## src/rtl/watch_time_editor.sv

```systemverilog
// watch_time_editor: BCD time-of-day keeper with digit editing and a blink
// mask for the display driver. It sits downstream of the watch setting FSM.
//
// Timekeeping runs when i_blink_en=0. While i_blink_en=1 it freezes, the
// seconds are cleared and the selected digit can be edited. A selected digit
// wraps or clamps on its own and never carries into its neighbours.
//
// Ports:
//   clk         system clock, all state on the rising edge
//   reset       asynchronous active-low reset
//   i_cursor    digit select: 0 idle, 1 H10, 2 H1, 3 M10, 4 M1, 5-7 invalid
//   i_blink_en  edit mode active
//   i_btn_up    single-cycle pulse, increment the selected digit
//   i_btn_down  single-cycle pulse, decrement the selected digit
//   o_h10..o_s1 registered BCD time digits
//   o_blank     registered blank mask, [3]=H10 [2]=H1 [1]=M10 [0]=M1
module watch_time_editor #(
    parameter int unsigned TICK_DIV   = 100_000_000,
    parameter int unsigned BLINK_HALF = 25_000_000
) (
    input  logic       clk,
    input  logic       reset,
    input  logic [2:0] i_cursor,
    input  logic       i_blink_en,
    input  logic       i_btn_up,
    input  logic       i_btn_down,
    output logic [1:0] o_h10,
    output logic [3:0] o_h1,
    output logic [2:0] o_m10,
    output logic [3:0] o_m1,
    output logic [2:0] o_s10,
    output logic [3:0] o_s1,
    output logic [3:0] o_blank
);

    localparam int unsigned PW = (TICK_DIV > 2) ? $clog2(TICK_DIV) : 1;
    localparam int unsigned BW = (BLINK_HALF > 2) ? $clog2(BLINK_HALF) : 1;
    localparam logic [PW-1:0] PRESC_MAX = PW'(TICK_DIV - 1);
    localparam logic [BW-1:0] BLINK_MAX = BW'(BLINK_HALF - 1);

    logic [1:0]    h10_q, h10_d;
    logic [3:0]    h1_q, h1_d;
    logic [2:0]    m10_q, m10_d;
    logic [3:0]    m1_q, m1_d;
    logic [2:0]    s10_q, s10_d;
    logic [3:0]    s1_q, s1_d;
    logic [PW-1:0] presc_q, presc_d;
    logic [BW-1:0] blink_cnt_q, blink_cnt_d;
    logic          phase_q, phase_d;
    logic          blink_en_q;
    logic [3:0]    blank_q, blank_d;

    logic       tick;
    logic       entry;
    logic       edit;
    logic [1:0] h10_new;
    logic [3:0] h1_limit;

    assign entry = i_blink_en & ~blink_en_q;
    assign edit  = i_blink_en & (i_btn_up ^ i_btn_down) &
                   (i_cursor >= 3'd1) & (i_cursor <= 3'd4);

    always_comb begin
        h10_d       = h10_q;
        h1_d        = h1_q;
        m10_d       = m10_q;
        m1_d        = m1_q;
        s10_d       = s10_q;
        s1_d        = s1_q;
        presc_d     = presc_q;
        blink_cnt_d = blink_cnt_q;
        phase_d     = phase_q;
        blank_d     = 4'b0000;
        tick        = 1'b0;
        h10_new     = h10_q;
        h1_limit    = (h10_q == 2'd2) ? 4'd3 : 4'd9;

        // Prescaler is parked at 0 during edit, so the first second after exit
        // is a full TICK_DIV cycles and a tick on the entry cycle is dropped.
        if (i_blink_en) begin
            presc_d = '0;
        end else if (presc_q == PRESC_MAX) begin
            presc_d = '0;
            tick    = 1'b1;
        end else begin
            presc_d = presc_q + 1'b1;
        end

        if (entry) begin
            s10_d = 3'd0;
            s1_d  = 4'd0;
        end else if (tick) begin
            if (s1_q != 4'd9) begin
                s1_d = s1_q + 4'd1;
            end else begin
                s1_d = 4'd0;
                if (s10_q != 3'd5) begin
                    s10_d = s10_q + 3'd1;
                end else begin
                    s10_d = 3'd0;
                    if (m1_q != 4'd9) begin
                        m1_d = m1_q + 4'd1;
                    end else begin
                        m1_d = 4'd0;
                        if (m10_q != 3'd5) begin
                            m10_d = m10_q + 3'd1;
                        end else begin
                            m10_d = 3'd0;
                            if (h10_q == 2'd2 && h1_q == 4'd3) begin
                                h10_d = 2'd0;
                                h1_d  = 4'd0;
                            end else if (h1_q == 4'd9) begin
                                h1_d  = 4'd0;
                                h10_d = h10_q + 2'd1;
                            end else begin
                                h1_d = h1_q + 4'd1;
                            end
                        end
                    end
                end
            end
        end

        if (edit) begin
            case (i_cursor)
                3'd1: begin
                    if (i_btn_up) h10_new = (h10_q == 2'd2) ? 2'd0 : h10_q + 2'd1;
                    else          h10_new = (h10_q == 2'd0) ? 2'd2 : h10_q - 2'd1;
                    h10_d = h10_new;
                    // Keep the hour legal when moving into the 20s.
                    if (h10_new == 2'd2 && h1_q > 4'd3) h1_d = 4'd3;
                end
                3'd2: begin
                    if (i_btn_up) h1_d = (h1_q == h1_limit) ? 4'd0 : h1_q + 4'd1;
                    else          h1_d = (h1_q == 4'd0) ? h1_limit : h1_q - 4'd1;
                end
                3'd3: begin
                    if (i_btn_up) m10_d = (m10_q == 3'd5) ? 3'd0 : m10_q + 3'd1;
                    else          m10_d = (m10_q == 3'd0) ? 3'd5 : m10_q - 3'd1;
                end
                3'd4: begin
                    if (i_btn_up) m1_d = (m1_q == 4'd9) ? 4'd0 : m1_q + 4'd1;
                    else          m1_d = (m1_q == 4'd0) ? 4'd9 : m1_q - 4'd1;
                end
                default: ;
            endcase
        end

        // An accepted edit restarts the blink so the digit stays visible.
        if (!i_blink_en || edit) begin
            blink_cnt_d = '0;
            phase_d     = 1'b0;
        end else if (blink_cnt_q == BLINK_MAX) begin
            blink_cnt_d = '0;
            phase_d     = ~phase_q;
        end else begin
            blink_cnt_d = blink_cnt_q + 1'b1;
        end

        if (i_blink_en && phase_d) begin
            case (i_cursor)
                3'd1:    blank_d = 4'b1000;
                3'd2:    blank_d = 4'b0100;
                3'd3:    blank_d = 4'b0010;
                3'd4:    blank_d = 4'b0001;
                default: blank_d = 4'b0000;
            endcase
        end
    end

    always_ff @(posedge clk or negedge reset) begin
        if (!reset) begin
            h10_q       <= 2'd0;
            h1_q        <= 4'd0;
            m10_q       <= 3'd0;
            m1_q        <= 4'd0;
            s10_q       <= 3'd0;
            s1_q        <= 4'd0;
            presc_q     <= '0;
            blink_cnt_q <= '0;
            phase_q     <= 1'b0;
            blink_en_q  <= 1'b0;
            blank_q     <= 4'b0000;
        end else begin
            h10_q       <= h10_d;
            h1_q        <= h1_d;
            m10_q       <= m10_d;
            m1_q        <= m1_d;
            s10_q       <= s10_d;
            s1_q        <= s1_d;
            presc_q     <= presc_d;
            blink_cnt_q <= blink_cnt_d;
            phase_q     <= phase_d;
            blink_en_q  <= i_blink_en;
            blank_q     <= blank_d;
        end
    end

    assign o_h10   = h10_q;
    assign o_h1    = h1_q;
    assign o_m10   = m10_q;
    assign o_m1    = m1_q;
    assign o_s10   = s10_q;
    assign o_s1    = s1_q;
    assign o_blank = blank_q;

endmodule
```

## config.mk

```make
export PLATFORM = sky130hd
export DESIGN_NAME = watch_time_editor
export DESIGN_NICKNAME = d
export VERILOG_FILES = /design/src/rtl/watch_time_editor.sv
export SDC_FILE = /design/constraint.sdc
export NUM_CORES = 1
export LEC_CHECK = 0
export CAP_MARGIN = 20
export CELL_PAD_IN_SITES_DETAIL_PLACEMENT = 2
export CELL_PAD_IN_SITES_GLOBAL_PLACEMENT = 2
export CORE_UTILIZATION = 37
export CTS_BUF_LIST = sky130_fd_sc_hd__clkbuf_16
export DETAILED_ROUTE_END_ITERATION = 8
export PLACE_DENSITY_LB_ADDON = 0.1
export SYNTH_ARGS = -nofsm -noshare
export SYNTH_HDL_FRONTEND = slang
export SYNTH_SLANG_ARGS = --single-unit
```

## constraint.sdc

```tcl
create_clock -name clk -period 2.7 [get_ports clk]
set_input_delay 0.27 -clock clk [delete_from_list [all_inputs] [get_ports clk]]
set_output_delay 0.27 -clock clk [all_outputs]
set_load 0.02 [all_outputs]
```

# After elaboration in Yosys (flattened, before gate mapping)
# Index checks and enable logic that the tools add are counted.
# word_totals
regBits	78
# op_classes
addsub	12
order_cmp	3
n_eq_ne	18
mux	68
bitwise_logic	7
reduce_logical	11
# ops
op	count
4-bit 2-to-1 mux	28
27-bit 2-to-1 mux	2
25-bit 2-to-1 mux	2
3-bit 2-to-1 mux	15
2-bit 2-to-1 mux	15
27-bit by 1-bit adder with 27-bit output, second input constant	1
27-bit == test, second input constant	1
25-bit by 1-bit adder with 25-bit output, second input constant	1
25-bit == test, second input constant	1
4-bit case mux with 4 select lines	1
4-bit by 1-bit adder with 4-bit output, second input constant	3
4-bit == test, second input constant	2
4-bit zero test	2
4-bit != test, second input constant	2
4-bit case mux with 2 select lines	1
4-bit by 1-bit subtractor with 4-bit output, second input constant	2
3-bit by 1-bit adder with 3-bit output, second input constant	2
3-bit by 2-bit == test with 1-bit output, second input constant	2
3-bit == test, second input constant	2
3-bit != test, second input constant	2
1-bit bitwise AND	4
2-bit == test, second input constant	2
4-bit by 2-bit == test with 1-bit output, second input constant	1
4-bit == test	1
other kinds (18)	24

# Logic depth before layout (Yosys ltp)
# Gate-level depths: netlist (run 1).
# depth
ltp_word	12
ltp_mapped	8
mapped_depth_nobuf	7

# Worst setup path before layout (run 1)
# Ideal clock, no wire load.
# synth_path
kind	register to register
startpoint	reg s1_q[1] (netlist: o_s1[1])
endpoint	reg h1_q[1] (netlist: o_h1[1])
setup_ns	0.077
arrival_ns	1.882
t_required_ns	2.623
path_slack_ns	0.740
path_stages_with_launch	9
period_less_slack_ns	1.960
cell_sequence	dfrtp_1 -> inv_1 -> ha_1 -> nand4b_1 -> nor4_4 -> and4_2 -> buf_4 -> mux2_2 -> a21oi_1
# synth_between
elab_chain_cells	7
# synth_lines
element	line_no	source
from (decl)	46	logic [3:0] s1_q, s1_d;
from (signal assigned)	178	s1_q <= 4'd0;
from (signal assigned)	190	s1_q <= s1_d;
4-bit != test *	93	if (s1_q != 4'd9) begin
4-bit 2-to-1 mux *	93	
4-bit 2-to-1 mux *	92	end else if (tick) begin
4-bit 2-to-1 mux *	89	if (entry) begin
4-bit 2-to-1 mux	131	if (h10_new == 2'd2 && h1_q > 4'd3) h1_d = 4'd3;
4-bit case mux with 2 select lines	125	case (i_cursor)
4-bit 2-to-1 mux *	124	if (edit) begin
named net h1_d[1]	42	logic [3:0] h1_q, h1_d;
to (signal assigned)	174	h1_q <= 4'd0;
to (signal assigned)	186	h1_q <= h1_d;
to (decl)	42	
# The timed path passes the listed nets; every way through them passes the cells marked *.
# A chain may end at the register's enable or synchronous reset.

# Worst setup path in the final report (run 1)
# layout_path
startpoint	reg blink_cnt_q[0]
endpoint	reg blink_cnt_q[3]
# layout_between
elab_chain_cells	3
elab_cells_between_ends	4
# layout_lines
element	line_no	source
from (decl)	48	logic [BW-1:0] blink_cnt_q, blink_cnt_d;
from (signal assigned)	192	blink_cnt_q <= blink_cnt_d;
25-bit by 1-bit adder with 25-bit output or 25-bit == test (tied branches)	157, 153	
25-bit 2-to-1 mux *	153	end else if (blink_cnt_q == BLINK_MAX) begin
25-bit 2-to-1 mux *	150	if (!i_blink_en || edit) begin
named net blink_cnt_d[3]	48	
# Marked as above.

==> results of run 1 <==
## registers in the layout, indices dropped and copies added (netlist names)
name and flops:
o_m10 3, blink_en_q 1, o_s10 3, o_blank 4, phase_q 1, o_h1 4
blink_cnt_q 25, o_m1 4, o_s1 4, o_h10 2, presc_q 27
## area by class of cell
| cell class | instances | area share |
|---|---|---|
| sequential | 78 | 0.364 |
| timing repair buffer | 40 | 0.0742 |
| tap | 168 | 0.0392 |
| inverter | 21 | 0.0147 |
| clock inverter | 7 | 0.00513 |
| multi-input combinational | 389 | 0.461 |
| clock buffer | 9 | 0.0420 |
## metrics by stage
step / worst slack (ns) / util / power [mW] / instances / cell area, um^2
6_report: 0.367 / 0.445 / 3.66 / 712 / 5360
3_3_place_gp: 0.394 / 0.421 / 2.54 / 694 / 5070
5_1_grt: 0.185 / 0.445 / 3.87 / 712 / 5360
2_1_floorplan: 0.740 / - / 2.15 / 510 / 4610
4_1_cts: 0.348 / 0.442 / 3.71 / 710 / 5330
3_5_place_dp: 0.276 / 0.421 / 2.59 / 694 / 5070
## what timing repair did
action	CTS	global route
buffers inserted	0	0
hold buffers	0	1
endpoints found under the setup margin	0	0
endpoints found under the hold margin	0	11
## cells by family (layout without fill, tap and decap cells)
family                   Yosys count  count (layout)  share of synthesized area
AND/OR/NAND/NOR                  237             237                      0.279
adder cells (fa/ha/maj)           12              12                     0.0326
XOR/XNOR                          48              48                     0.0912
multiplexers                       7               7                     0.0160
buffers and inverters             43              77                     0.0399
flip-flops                        78              78                      0.424
AO/OA/AOI/OAI                     85              85                      0.118
## power by group through the flow
stage | registers, mW | logic [mW] | clock network (mW)
after floorplan | 1.51 | 0.644 | 0
after global placement | 1.51 | 1.03 | 0
after detailed placement | 1.51 | 1.08 | 0
after CTS | 1.49 | 1.09 | 1.12
after global routing | 1.52 | 1.20 | 1.15
final | 1.49 | 1.08 | 1.09
## cells in the mapped netlist, drive strengths merged, types with 4 or more instances
| cell type | count |
|---|---|
| xor2 | 14 |
| o211ai | 5 |
| nor2 | 68 |
| a31oi | 4 |
| nand2b | 5 |
| and4 | 7 |
| ha | 12 |
| nand3 | 25 |
| nand4 | 18 |
| a21oi | 24 |
| o31ai | 4 |
| nor2b | 4 |
| clkbuf | 12 |
| o21ai | 23 |
| mux2i | 4 |
| nor4 | 16 |
| or3 | 9 |
| buf | 10 |
| inv | 21 |
| and3 | 7 |
| dfrtp | 78 |
| nand2 | 35 |
| nor3 | 21 |
| xnor2 | 34 |
## critical path, cell delays in order, from the launching register on
cell     delay (ns)
dfrtp_1        0.41
ha_1           0.27
nand3_1        0.32
nor4_1         0.42
buf_4          0.18
or2_2          0.44
nor2_1         0.14
## routing by layer
metal / vias up / wire [um]
li1: 1878 / -
met1: 2011 / 5980
met2: 34 / 6560
met3: 16 / 229
met4: 0 / 182
met5: - / 0
## worst max-delay path by stage
stage	startpoint	end	slack (ns)	cells after the start
2_1_floorplan	o_s1[1]	o_h1[1]	0.74	8
3_3_place_gp	i_blink_en	o_m10[0]	0.39	6
3_5_place_dp	i_cursor[2]	blink_cnt_q[3]	0.28	6
4_1_cts	presc_q[10]	presc_q[16]	0.35	5
5_1_grt	blink_cnt_q[0]	blink_cnt_q[3]	0.18	6
6_report	blink_cnt_q[0]	blink_cnt_q[3]	0.37	6
==> results.txt, run 1 <==
- For this run, global-route usage on met2 was measured as 0.385.
- Count of endpoints failing hold in the final timing report: 0
* Crit Path Category: reg -> reg
- Post-Route Hold Slack: 0.328 ns
- Summed over all cells, the static leakage comes to 2.13 nW.
- Fraction of synthesis flops using an asynchronous set or reset pin: 1.00
- Routability-driven placement finished with a final weighted congestion of 0.742.
- Measured against its own limit, the worst slew margin works out to 0.413.
* Synthesized Nets: 530
- Setup repair after global routing left no endpoint under its margin.
- The startpoint identified for the worst register-to-register timing path is blink_cnt_q[0].
- CTS clock-pin slew for the worst setup and hold paths: 0.06 ns
* Number of antenna violations at the first check in global routing: 0
- Across the VDD grid, the largest voltage drop is 0.280 mV.
* Total via count after detailed routing: 3939
* Internal portion of total power: 2.34 mW
- The analysis attributes to net switching a power of 1.32 mW.
- Root Buffer: clkbuf_16
- Clock share of power: 0.297
- Flop and latch count out of synthesis: 78
- Wires add up to 12900 um.
- The total overflow left after global routing is 0.
- Number of failing setup endpoints in the final timing report: 0
- Number of I/O pins: 32
- Die area: 12900 um^2
* Routed via count divided by cell count: 5.53
- Post-layout net count: 559
- Depth of the worst register-to-register path: 6
* Fraction of power consumed by combinational cells: 0.296
- Along the worst path, the maximum fanout reaches 25.
* Area taken by multi-input logic gates: 2470 um^2
* Port Buffers: 31
- Synthesis produced a netlist whose cell count is 510.
* Switching part of the total power: 0.360
* TNS Setup: 0 ns
* Final Slew Violations: 0
* Largest area contributor in the synthesized netlist: dfrtp_1
- In this run, CTS created clock tree buffers numbering 9.
- FP Rows: 40
- Initial cell density of the core: 0.382
- Maximum number of pins on one net before global-route repair: 79
- Grt peak-use layer: met2
- In this run, synthesis inferred 0 flip-flops with an integrated enable.
- The die is 114 um tall.
* Worst setup SP type: flop
* Antenna diode instance count: 0
- Post-CTS repair changed the size of 0 cells.
* Final critical delay including setup and external delays: 2.33 ns
* Synth cell types: 63
- Detailed placement ended at an HPWL of 9190 um.
- Filler cell count: 1324
* Horizontal extent of the die: 114 um
* Reg-to-reg setup timing slack: 0.37 ns
- For met3 alone, demand over resource in global routing was 0.0377.
- In this run the power density over the cells is 682 nW/um^2.
- For this run, global-route usage on met1 was measured as 0.273.
- Dividing the detail-routed wire length by the instance count gives 18.2 um.
* Per-instance average area after synthesis: 9.04 um^2
- Cell Area, Synth: 4610 um^2
- Based on the critical path, the design can be clocked at up to 0.429 GHz.
* Number of iterations in the first detailed-routing pass: 4
* Reg power frac: 0.408
- The most used flip-flop cell after synthesis is dfrtp_1.
- Number of clock sinks: 78
- During synthesis, Yosys emitted a total of 0 warnings.
- Max-capacitance violation count: 0
* First-pass GRT wire length: 22200 um
* Deepest clock path buffer count: 2
- For the pin with the worst max-slew slack, the measured transition is 0.876 ns.
- In the final layout, the share of cells above drive strength 1 is 0.0680.
- The share of the Yosys chip area taken by registers is 0.424.
* Data arrival time of the worst path: 2.53 ns
- The library cells used most frequently in the layout, excluding fill and tap cells, are dfrtp_1 (78), nor2_1 (68), nand2_1 (35).
* Final worst path period share: 0.864
* Placeable Area: 12100 um^2
- The share of synthesized area in the top cell type comes to 0.424.
* Remaining routing DRC violations: 0
- In the global route stage, overall resource usage came out at 0.220.
- The detail route stage leaves a number of antenna-violating nets equal to 0.
- The path class of the tightest hold or removal check is in -> async.
* Leading cell type in the layout, fill and taps excluded: dfrtp_1
- The run finished with clean final reports.
- STA puts the critical path data required time at 2.90 ns.
* Starting DRT DRC Count: 170
* Via count of the first global-routing pass: 4363
* CTS HTree Levels: 3
* Largest clock skew in the final design: 0.00694 ns
- Across the whole layout, storage elements account for 1950 um^2.
* Cell types with the largest area share after synthesis: dfrtp_1 (42%), xnor2_1 (6.5%), nor2_1 (5.5%), ha_1 (3.3%), nand2_1 (2.9%)
- The worst setup path is captured at a flop.
* Layout-stage area growth over the synthesis result: 16.4%
- The clock reaches the later pin of the worst-skew pair after 0.35 ns.
- Worst reg2reg path endpoint: blink_cnt_q[3]
- TritonCTS built the clock tree.
(Power assumes the default switching activity.)
==> run 2, diff against run 1 <==
CTS_CLUSTER_SIZE = 24   (was not set)
==> results of run 2 <==
Final layout, timing and power as in run 1 (identical DEF).
==> run 3, diff against run 2 <==
--- a/config.mk
+++ b/config.mk
@@ -14,3 +14,3 @@
 export DETAILED_ROUTE_END_ITERATION = 8
-export PLACE_DENSITY_LB_ADDON = 0.1
+export PLACE_DENSITY = 0.89
 export SYNTH_ARGS = -nofsm -noshare
==> constraint.sdc (replaced) <==
create_clock -name clk -period 2.7 [get_ports clk]
set_input_delay 0.405 -clock clk [delete_from_list [all_inputs] [get_ports clk]]
set_output_delay 0.405 -clock clk [all_outputs]
set_load 0.02 [all_outputs]
==> run 3 against run 2 <==
Compared with the run above:
- register-to-register slack improved by 0.08 ns
- sequential cell count unchanged
- count of clock-buffer cells in the layout unchanged
- highest routed layer unchanged
==> results.txt, run 3 (synthesized netlist as in run 1, its figures left out) <==
- The residual overflow from global routing was 0 (unchanged).
- Number of failing setup endpoints in the final timing report: 0 (unchanged)
* Worst setup SP type: input pin
- Worst slack at placement: 0.109 ns (-0.167 ns)
- Largest clock skew in the final design: 0.0112 ns (+0.00428 ns)
- The full die area was 12900 um^2 (unchanged).
* Worst reg2reg path endpoint: o_blank[0]
* RSZ-0062 raised after global routing: false
- Registers with the most flip-flops: presc_q x27, blink_cnt_q x25
- The overall fraction of global-route tracks in use was 0.248 (+0.0283).
* Slew headroom: 0.533 (+0.121)
- The number of DRC violations after detailed-routing iteration 0 was 213 (+25%).
- Routability-driven placement congestion ratio: 0.775 (+4.5%)
- Horizontal extent of the die: 114 um (unchanged)
* Remaining routing DRC violations: 0 (unchanged)
- Vertical die dimension: 114 um (unchanged)
- The number of cells after detailed placement came to 695 (+0.14%).
* First-pass GRT wire length: 24800 um (+12%)
- The tree is rooted in a clkbuf_16.
- The worst register-to-register path begins at blink_cnt_q[9].
* Met2 wirelength from detailed routing: 7770 um (+18%)
- Number of buffers inserted by hold repair at cts: 0 (unchanged)
- The sum of met3 wire segment lengths after detailed routing is 432 um (+89%).
* Number of iterations in the first detailed-routing pass: 4 (unchanged)
* Post-layout net count: 558 (-0.18%)
- The count of buffers from port buffering was 31 (unchanged).
- Worst endpoint required time: 2.89 ns (about the same)
- TritonCTS clock tree: done
* M1 wire length: 6510 um (+8.9%)
- The number of clock buffers inserted by TritonCTS came to 9 (unchanged).
- Antenna diode instance count: 0 (unchanged)
* Largest fanout of any net on the critical path: 25 (unchanged)
* Share of layout cells above drive strength 1: 0.0718 (+0.00381)
- The reg-to-reg setup timing slack came to 0.45 ns (+0.08 ns).
- Crit path capture: blink_cnt_q[20]
- Power density over the cells: 736 nW/um^2 (+7.9%)
- The boundary pin count came to 32 (unchanged).
- Tightest Pin Transition: 0.700 ns (-0.176 ns)
- Final critical delay including setup and external delays: 2.33 ns (-0.00556 ns)
- Data arrival time of the worst path: 2.52 ns (about the same)
* Max VDD drop: 0.373 mV (+33%)
* Highest signal layer in the routed design: met4
- FP Rows: 40 (unchanged)
- CTS HTree Levels: 3 (unchanged)
- The leakage component of the power was 2.14 nW (+0.72%).
* Max-capacitance violation count: 0 (unchanged)
- The number of vias per cell after detailed routing is 5.73 (+3.6%).
* Final core utilization: 0.450 (+0.00498)
* Total via count after detailed routing: 4074 (+3.4%)
- Leading cell type in the layout, fill and taps excluded: dfrtp_1
* Number of antenna violations at the first check in global routing: 0 (unchanged)
* Detailed placer's ending HPWL: 9680 um (+5.4%)
* Final worst path period share: 0.862 (-0.00206)
* Commonest cells after routing, fill and taps aside: dfrtp_1 (78), nor2_1 (68), nand2_1 (35)
- Depth of the worst register-to-register path: 5 (-1)
- The run finished with clean final reports.
- Maximum number of pins on one net before global-route repair: 51 (-35%)
* Deepest clock path buffer count: 2 (unchanged)
- Number of nets with antenna violations after routing: 0 (unchanged)
* Number of clock sinks: 78 (unchanged)
- Flip-flop count of the largest register after layout: 27 (unchanged)
* Initial cell density of the core: 0.382 (unchanged)
* Maximum operating frequency: 0.430 GHz (+0.24%)
- TNS Setup: 0 ns (unchanged)
- Number of instances resized during post-cts repair: 0 (unchanged)
- STA classifies the critical path endpoint as a flop.
- Type of the tightest min-delay check: in -> async
* Wire length after detailed routing: 15000 um (+16%)
- The core outline area was 12100 um^2 (unchanged).
* Buffers inserted by post-CTS timing repair: 0 (unchanged)
- Final Slew Violations: 0 (unchanged)
- The critical path is of the in -> reg type.
- The count of endpoints failing hold in the final timing report came to 0 (unchanged).
* Clock latency on the worst-skew pair: 0.34 ns (about the same)
- The average wire per standard cell is 21.1 um (+16%).
* Via count of the first global-routing pass: 4530 (+3.8%)
- Fin cells: 711 (-0.14%)
- Relative to the synthesized area, the layout overhead comes to 17.7%.
- CTS clock-pin slew for the worst setup and hold paths: 0.07 ns (about the same)
* Most flop-heavy register: presc_q
- Critical path startpoint: i_cursor[2]
- The worst path setup slack after routing was 0.373 ns (+0.00556 ns).
run 3: routing by layer:
layer,up-vias,global-route usage
met5,-,0
met4,0,0.0930
met3,27,0.0383
met2,88,0.435
met1,2083,0.308
li1,1876,-
run 3: where the power goes:
group          internal, mW  switching [mW]  leakage (nW)
logic                 0.482           0.641         0.916
clock network         0.891           0.501         0.167
registers              1.27           0.211          1.06
run 3: cell type report:
type / instances / area, um^2
Clock buffer: 9 / 225
Fill cell: 1302 / 6640
Tap cell: 168 / 210
Inverter: 21 / 78.8
Timing Repair Buffer: 39 / 380
Sequential cell: 78 / 1950
Multi-Input combinational cell: 389 / 2470
Clock inverter: 7 / 105
run 3: critical path, cell delays in order:
cell	delay, ns
clkdlybuf4s50_1	0.64
nor3b_1	0.41
o21ai_0	0.19
nand2_1	0.23
or2_2	0.49
nor2_1	0.16
run 3: stage by stage:
step           power, mW  hold slack [ns]  area, um^2
6_report            3.99            0.114        5420
5_1_grt             4.18            0.164        5420
4_1_cts             4.02            0.130        5420
3_5_place_dp        2.61            0.483        5090
3_3_place_gp        2.53            0.463        5090
2_1_floorplan       2.15            0.109        4610
run 3: how the worst min path moves through the flow:
stage / endpoint / startpoint / slack [ns]
finish: o_blank[0] / reset / 0.11
global route: o_blank[0] / reset / 0.16
CTS: o_blank[0] / reset / 0.13
detailed placement: presc_q[0] / presc_q[0] / 0.48
global placement: presc_q[0] / presc_q[0] / 0.46
floorplan: blink_cnt_q[0] / reset / 0.11
